===== config.mk =====
export PLATFORM = sky130hd
export DESIGN_NAME = vram_arbiter
export DESIGN_NICKNAME = d
export VERILOG_FILES = /design/src/rtl/vram_pkg.sv /design/src/rtl/vram_wait_timer.sv /design/src/rtl/vram_arbiter.sv
export SDC_FILE = /design/constraint.sdc
export NUM_CORES = 1
export LEC_CHECK = 0
export CORE_MARGIN = 3
export CORE_UTILIZATION = 30
export CTS_CLUSTER_SIZE = 28
export DETAILED_ROUTE_END_ITERATION = 6
export PLACE_DENSITY = 0.66
export SETUP_SLACK_MARGIN = 0.2
export SLEW_MARGIN = 20
export SYNTH_ARGS = -nofsm -noshare
export SYNTH_HDL_FRONTEND = slang
export SYNTH_SLANG_ARGS = --single-unit
export TNS_END_PERCENT = 30

===== constraint.sdc =====
create_clock -name clock -period 1.89 [get_ports clock]
set_input_delay 0.189 -clock clock [delete_from_list [all_inputs] [get_ports clock]]
set_output_delay 0.189 -clock clock [all_outputs]
set_load 0.01 [all_outputs]

===== src/rtl/vram_pkg.sv =====
// Shared types and constants for the text VRAM arbiter.
// Optional posted-write buffer is enabled by defining VRAM_ARB_WRBUF_EN.
package vram_pkg;

   localparam int VRAM_AW          = 12;
   localparam int MAX_WAIT_DEFAULT = 15;

   typedef enum logic [1:0] {
      ST_IDLE = 2'd0,
      ST_PEND = 2'd1,
      ST_CAPT = 2'd2,
      ST_DONE = 2'd3
   } cpu_state_e;

   // Counter width able to hold max_wait without wrapping (at least one bit).
   function automatic int wait_width(input int max_wait);
      return (max_wait < 2) ? 1 : $clog2(max_wait + 1);
   endfunction

endpackage


===== src/rtl/vram_wait_timer.sv =====
// Saturating count of cycles a CPU-side access has been blocked by the display.
// expired is never asserted when MAX_WAIT is 0 (forced grants disabled).
module vram_wait_timer
   import vram_pkg::*;
#(
   parameter int MAX_WAIT = MAX_WAIT_DEFAULT
) (
   input  logic clock,
   input  logic reset,
   input  logic clear,
   input  logic count,
   output logic expired
);

   localparam int              W     = wait_width(MAX_WAIT);
   localparam logic [W-1:0]    LIMIT = W'(MAX_WAIT);

   logic [W-1:0] count_q, count_d;

   always_comb begin
      count_d = count_q;
      if (clear) begin
         count_d = '0;
      end else if (count && (count_q != LIMIT)) begin
         count_d = count_q + W'(1);
      end
   end

   // NOTE: state registers use non-blocking assignments so every flop samples pre-edge values.
   always_ff @(posedge clock or posedge reset) begin
      if (reset) begin
         count_q <= '0;
      end else begin
         count_q <= count_d;
      end
   end

   assign expired = (MAX_WAIT != 0) && (count_q == LIMIT);

endmodule


===== src/rtl/vram_arbiter.sv =====
// Single-port text VRAM arbiter: display has priority, CPU uses free or forced slots.
// Define VRAM_ARB_WRBUF_EN to add a one-entry posted write buffer.
module vram_arbiter
   import vram_pkg::*;
#(
   parameter int AW       = VRAM_AW,
   parameter int MAX_WAIT = MAX_WAIT_DEFAULT
) (
   input  logic          clock,
   input  logic          reset,
   input  logic          vid_req,
   input  logic [AW-1:0] vid_address,
   output logic [7:0]    vid_data,
   output logic          vid_stall,
   input  logic          cpu_req,
   input  logic          cpu_we,
   input  logic [AW-1:0] cpu_address,
   input  logic [7:0]    cpu_wdata,
   output logic [7:0]    cpu_rdata,
   output logic          cpu_ack,
   output logic [AW-1:0] mem_address,
   output logic          mem_wren,
   output logic [7:0]    mem_wdata,
   input  logic [7:0]    mem_rdata
);

   cpu_state_e    state_q, state_d;
   logic          req_we_q, req_we_d;
   logic [AW-1:0] req_addr_q, req_addr_d;
   logic [7:0]    req_wdata_q, req_wdata_d;
   logic [7:0]    rdata_q, rdata_d;
   logic          vid_stall_q, vid_stall_d;

   logic          expired;
   logic          slot_free;
   logic          issue_cpu;
   logic          issue_wb;
   logic          waiting;

   logic          wb_valid;
   logic [AW-1:0] wb_addr;
   logic [7:0]    wb_data;

`ifdef VRAM_ARB_WRBUF_EN
   logic          wb_valid_q, wb_valid_d;
   logic [AW-1:0] wb_addr_q, wb_addr_d;
   logic [7:0]    wb_data_q, wb_data_d;

   assign wb_valid = wb_valid_q;
   assign wb_addr  = wb_addr_q;
   assign wb_data  = wb_data_q;
`else
   assign wb_valid = 1'b0;
   assign wb_addr  = '0;
   assign wb_data  = '0;
`endif

   // A posted write drains before any queued CPU access is allowed to issue.
   assign slot_free = !vid_req || expired;
   assign issue_wb  = wb_valid && slot_free;
   assign issue_cpu = (state_q == ST_PEND) && slot_free && !wb_valid;
   assign waiting   = (state_q == ST_PEND) || wb_valid;

   vram_wait_timer #(
      .MAX_WAIT (MAX_WAIT)
   ) u_wait_timer (
      .clock   (clock),
      .reset   (reset),
      .clear   (!waiting || issue_cpu || issue_wb),
      .count   (waiting && vid_req),
      .expired (expired)
   );

   always_comb begin
      mem_address = vid_address;
      mem_wren    = 1'b0;
      mem_wdata   = req_wdata_q;
      if (issue_wb) begin
         mem_address = wb_addr;
         mem_wren    = 1'b1;
         mem_wdata   = wb_data;
      end else if (issue_cpu) begin
         mem_address = req_addr_q;
         mem_wren    = req_we_q;
      end
   end

   // NOTE: every signal driven here gets a default first, so no path can infer a latch.
   always_comb begin
      state_d     = state_q;
      req_we_d    = req_we_q;
      req_addr_d  = req_addr_q;
      req_wdata_d = req_wdata_q;
      rdata_d     = rdata_q;
      vid_stall_d = (issue_cpu || issue_wb) && vid_req;
`ifdef VRAM_ARB_WRBUF_EN
      wb_valid_d  = wb_valid_q && !issue_wb;
      wb_addr_d   = wb_addr_q;
      wb_data_d   = wb_data_q;
`endif
      case (state_q)
         ST_IDLE: begin
            if (cpu_req) begin
`ifdef VRAM_ARB_WRBUF_EN
               if (cpu_we && !wb_valid_q) begin
                  wb_valid_d = 1'b1;
                  wb_addr_d  = cpu_address;
                  wb_data_d  = cpu_wdata;
                  state_d    = ST_DONE;
               end else begin
                  req_we_d    = cpu_we;
                  req_addr_d  = cpu_address;
                  req_wdata_d = cpu_wdata;
                  state_d     = ST_PEND;
               end
`else
               req_we_d    = cpu_we;
               req_addr_d  = cpu_address;
               req_wdata_d = cpu_wdata;
               state_d     = ST_PEND;
`endif
            end
         end
         ST_PEND: begin
            if (issue_cpu) begin
               state_d = req_we_q ? ST_DONE : ST_CAPT;
            end
         end
         ST_CAPT: begin
            rdata_d = mem_rdata;
            state_d = ST_DONE;
         end
         ST_DONE: begin
            state_d = ST_IDLE;
         end
         default: begin
            state_d = ST_IDLE;
         end
      endcase
   end

   always_ff @(posedge clock or posedge reset) begin
      if (reset) begin
         state_q     <= ST_IDLE;
         req_we_q    <= 1'b0;
         req_addr_q  <= '0;
         req_wdata_q <= '0;
         rdata_q     <= '0;
         vid_stall_q <= 1'b0;
      end else begin
         state_q     <= state_d;
         req_we_q    <= req_we_d;
         req_addr_q  <= req_addr_d;
         req_wdata_q <= req_wdata_d;
         rdata_q     <= rdata_d;
         vid_stall_q <= vid_stall_d;
      end
   end

`ifdef VRAM_ARB_WRBUF_EN
   always_ff @(posedge clock or posedge reset) begin
      if (reset) begin
         wb_valid_q <= 1'b0;
         wb_addr_q  <= '0;
         wb_data_q  <= '0;
      end else begin
         wb_valid_q <= wb_valid_d;
         wb_addr_q  <= wb_addr_d;
         wb_data_q  <= wb_data_d;
      end
   end
`endif

   assign cpu_ack   = (state_q == ST_DONE);
   assign cpu_rdata = rdata_q;
   assign vid_data  = mem_rdata;
   assign vid_stall = vid_stall_q;

endmodule


After elaboration in Yosys (flattened, before gate mapping)
Index checks and enable logic that the tools add are counted.
{ "totals": {"input_bits": 45, "elab_cells": 35, "register_bits": 36, "output_inout_bits": 39} }
{ "classes": {"eq_ne": 7, "n_addsub": 1, "n_mux": 8, "reduce_logical": 12} }
{ "op_table": {"columns": ["operator", "n"], "rows": [
  ["$mux 12", 1],
  ["$mux 4", 2],
  ["$pmux 2 s4", 1],
  ["$add 4x1->4 const B", 1],
  ["$eq 2x2->1 const B", 2],
  ["$eq 4x4->1 const B", 1],
  ["$logic_and 1x1->1", 4],
  ["$mux 2", 2],
  ["$ne 2x2->1 const B", 2],
  ["$ne 4x4->1 const B", 1],
  ["$reduce_and 2->1", 2],
  ["$eq 2x1->1 const B", 1],
  ["$logic_not 1->1", 2],
  ["$logic_not 2->1", 1],
  ["$logic_or 1x1->1", 2],
  ["$mux 1", 2],
  ["$reduce_bool 2->1", 1]
]} }

Longest topological paths before layout
{ "depth": {"word_depth": 5, "depth_mapped": 5, "ltp_nobuf": 5} }

Modules after synthesis
Synthesis repeated with hierarchy kept, for this count alone.
{ "hier_totals": {"hier_cells": 128, "area_unflattened_um2": 1795.5} }
{ "modules_own_cells": {"columns": ["module", "area_each_um2", "seq_area_each_um2", "n_inst", "cells_per_inst"], "rows": [
  ["vram_arbiter", 1562.7, 800.8, 1, 107],
  ["vram_wait_timer", 232.7, 100.1, 1, 21]
]} }

Worst setup path after synthesis
Ideal clock, no wire load.
{ "synth_path": {"path_type": "flip-flop to output port", "from": "register state_q[1]", "to": "output mem_address[10]", "path_stages_with_launch": 6, "t_required_ns": 1.701, "setup_slack_ns": 0.259, "arrival_ns": 1.442, "n_path_buf": 1, "path_cell_list": "dfrtp_1 inv_1 ha_1 a21boi_2 buf_6 mux2_2"} }
{ "synth_via": {"elab_chain_cells": 3} }
{ "synth_lines": {"columns": ["element", "line_no", "rtl"], "rows": [
  ["start, declared", "vram_arbiter.sv:27", "cpu_state_e state_q, state_d;"],
  ["start signal, assigned", "vram_arbiter.sv:151", "state_q <= state_d;"],
  ["$eq 2x1->1", "vram_arbiter.sv:61", "assign issue_cpu = (state_q == ST_PEND) && slot_free && !wb_valid;"],
  ["$logic_and 1x1->1", "vram_arbiter.sv:61", null],
  ["$mux 12", "vram_arbiter.sv:82", "end else if (issue_cpu) begin"],
  ["end, declared", "vram_arbiter.sv:21", "output logic [AW-1:0] mem_address,"]
]} }
Every way passes these cells.

Worst setup path after layout
{ "layout_path": {"from": "register u_wait_timer.count_q[0]", "to": "output mem_address[11]"} }
{ "layout_via": {"elab_chain_cells": 4} }
{ "layout_lines": {"columns": ["element", "line_no", "rtl"], "rows": [
  ["start, declared", "vram_wait_timer.sv:18", "logic [W-1:0] count_q, count_d;"],
  ["start signal, assigned", "vram_wait_timer.sv:34", "count_q <= count_d;"],
  ["$eq 4x4->1", "vram_wait_timer.sv:38", "assign expired = (MAX_WAIT != 0) && (count_q == LIMIT);"],
  ["$logic_or 1x1->1", "vram_arbiter.sv:59", "assign slot_free = !vid_req || expired;"],
  ["$logic_and 1x1->1", "vram_arbiter.sv:61", null],
  ["$mux 12", "vram_arbiter.sv:82", null]
]} }
Every way passes these cells.

==> impl_metrics.csv <==
group,metric,value,unit
cells_and_area,fin_nets,271,
critical_path,required,1.70,ns
synthesis,yosysWarnings,0,
cells_and_area,mostFrequentLayoutCells,"69 x clkdlybuf4s50_1, 36 x dfrtp_1, 29 x mux2_2",
synthesis,synth_xor_area_frac,0.0104,
detailed_routing,routed_via_density,4.38,
timing,finalCriticalPeriod,2.01,ns
global_route,grt_max_degree,37,
detailed_routing,avgRoutedWirePerCell,14.5,um
timing,setup_ws,-0.123,ns
synthesis,synth.distinct_cells,21,
synthesis,yosys.area_share.adder,0.0448,
cells_and_area,layout_commonest_cell,"clkdlybuf4s50_1",
global_route,first_global_vias,1356,
synthesis,yosysSeqAreaShare,0.537,
cts,cts_hold_buf,0,
synthesis,synth_seq_cells,36,
detailed_routing,drtPass1Iterations,3,
critical_path,crit_start,"u_wait_timer.count_q[0]",
timing,min_period_over_period,1.07,
cells_and_area,nFillCells,443,
cts,htreeDepth,2,
floorplan,start_util,0.318,
synthesis,synthCells,121,
placement,io_buffers,83,
pwr,peakVddDrop,0.634,mV
detailed_routing,via_count,1269,
floorplan,core.rowCount,26,
synthesis,syn_area,1680,um2
timing,finalMaxSlewViolations,0,
critical_path,startpoint_type,"register",
critical_path,crit_type,"reg -> out",
cts,insertion_delay,0.28,ns
timing,fmax,0.497,GHz
cells_and_area,drive_above_1_share,0.414,
pwr,cellLeakagePower,1.27,nW
detailed_routing,drt-met1-wl,1610,um
detailed_routing,drtIter0Drc,13,
cells_and_area,antenna_cells,0,
cells_and_area,stdcell_count,290,
timing,grt_setup_unrepaired,"yes",
job,drv_cap,0,
global_route,antenna_found_initial,0,
synthesis,yosys.area_share.simple,0.0396,
placement,gp_congestion,0.782,
cells_and_area,fin_area,2900,um2
global_route,grt_pass1_wl,6260,um
detailed_routing,ant_nets,0,
critical_path,r2r_start,"u_wait_timer.count_q[0]",
cts,clkTransAtPathRegs,0.07,ns
timing,hold_viol_final,0,
floorplan,die_w,80.8,um
worst_hold_path,hold_class,"in -> async",
synthesis,avgSynthCellArea,13.9,um2
detailed_routing,routed-wl-met3,410,um
cts,cts_tree,"built",
synthesis,synth_top_family_by_area,"multiplexers",
synthesis,syn-num-nets,172,
timing,max_slew_margin,0.705,
cts,cts-root-buf,"clkbuf_8",
cells_and_area,area_delta_synth_final,73.2,%
cts,numCtsBuffers,5,
placement,dp.final_hpwl,3070,um
pwr,p_per_area,1290,nW/um2
cells_and_area,final_util,0.551,
cts,cts.sinks,36,
timing,fin_skew,0.00523,ns
synthesis,synthMuxAreaShare,0.288,
timing,worst_pin_slew,0.442,ns
timing,final-setup-viol-count,12,
outcome,violations,"setup timing",
detailed_routing,met2WireLength,2170,um
placement,placed_area,2620,um2
outcome,outcome,"finished with violations",
detailed_routing,dr.max_layer_used,"met4",
critical_path,cp-end-kind,"output pin",
synthesis,synth_compound_area_frac,0.0179,
detailed_routing,drc,0,
placement,dp_cells,275,
global_route,grt_use_total,0.126,
detailed_routing,wl,4210,um
floorplan,num_io_pins,84,
global_route,grt-ovfl-total,0,
floorplan,core,5270,um2
floorplan,fp.dieH,80.8,um
critical_path,crit_arrival,1.82,ns
cts,cts_buffer_depth,2,
floorplan,fp.dieArea,6520,um2
critical_path,crit_fanout,6,
==> synth_stat cells <==
cell / number / area (um2)
buf_6: 1 / 11.3
nand3_1: 2 / 10.0
nor2_1: 4 / 15.0
xor2_1: 1 / 8.76
a21boi_2: 1 / 11.3
mux2_2: 42 / 473
o22ai_1: 1 / 6.26
and3_2: 1 / 7.51
mux2i_1: 1 / 10.0
buf_2: 2 / 10.0
xnor2_1: 1 / 8.76
a21oi_1: 1 / 5.00
buf_4: 8 / 60.1
ha_1: 6 / 75.1
dfrtp_1: 36 / 901
nand2_1: 3 / 11.3
and3_1: 2 / 12.5
clkbuf_1: 1 / 3.75
inv_1: 5 / 18.8
a211oi_1: 1 / 7.51
nand3_2: 1 / 10.0
==> through the flow <==
stage	hold slack [ns]	setup TNS [ns]	setup WS [ns]	total power, mW
3_3_place_gp	0.482	-1.22	-0.105	2.96
4_1_cts	0.337	-1.12	-0.104	3.72
5_1_grt	0.364	-2.01	-0.177	3.99
3_5_place_dp	0.492	-1.67	-0.157	3.04
6_report	0.321	-1.39	-0.123	3.73
2_1_floorplan	0.339	0	0.259	2.17
==> sequential cells by signal (all words and copies together), names as in the netlist <==
name,cells
vid_stall,1
req_addr_q,12
mem_wdata,8
state_q,2
req_we_q,1
u_wait_timer.count_q,4
cpu_rdata,8
==> per-layer routing <==
layer | vias up | global-route usage
met2 | 57 | 0.231
met4 | 0 | 0.0304
li1 | 609 | -
met3 | 2 | 0.0466
met5 | - | 0
met1 | 601 | 0.139
==> where the power goes <==
part	internal (mW)	switching [mW]	total [mW]	leakage, nW
sequential	1.13	0.183	1.31	0.435
combinational	1.24	0.699	1.94	0.797
clock	0.250	0.237	0.487	0.0410
==> worst max-delay path: stages (launching register included) <==
cell and delay, ns:
dfrtp_1 0.40, ha_4 0.17, nand3_4 0.09, a21boi_4 0.20, buf_6 0.13, buf_16 0.12, mux2_4 0.30, buf_6 0.12
==> path summary, 6_finish.rpt <==
| kind | to | slack, ns | depth (start not counted) |
|---|---|---|---|
| hold / removal | req_addr_q[2] | 0.32 | 3 |
| setup reg to reg | state_q[1] | 0.23 | 6 |
| min in group clock | cpu_rdata[5] | 0.50 | 1 |
| hold reg to reg | cpu_rdata[5] | 0.50 | 1 |
| setup / recovery | mem_address[11] | -0.12 | 7 |
| max in group asynchronous | req_we_q | 1.26 | 3 |
==> final cells by class <==
type / instances / area, um2 / share of cell area
Inverter: 5 / 18.8 / 0.00646
Clock inverter: 1 / 5.00 / 0.00172
Clock buffer: 6 / 72.6 / 0.0250
Tap cell: 70 / 87.6 / 0.0302
Timing Repair Buffer: 104 / 1040 / 0.358
Multi-Input combinational cell: 68 / 778 / 0.268
Sequential cell: 36 / 901 / 0.310
==> logic make-up (layout without fill, tap and decap cells) <==
group | count (synthesis) | count (layout)
AO/OA/AOI/OAI | 4 | 4
XOR/XNOR | 2 | 2
adder cells (fa/ha/maj) | 6 | 6
buffers and inverters | 17 | 116
flip-flops | 36 | 36
multiplexers | 43 | 43
AND/OR/NAND/NOR | 13 | 13
==> what timing repair did <==
item,CTS,global route
buffers inserted,3,4
resized for setup,87,7
gates cloned,1,0
endpoints found under the setup margin,14,30
pin swaps,2,4
Note: power is estimated with default switching activity, not from simulation.
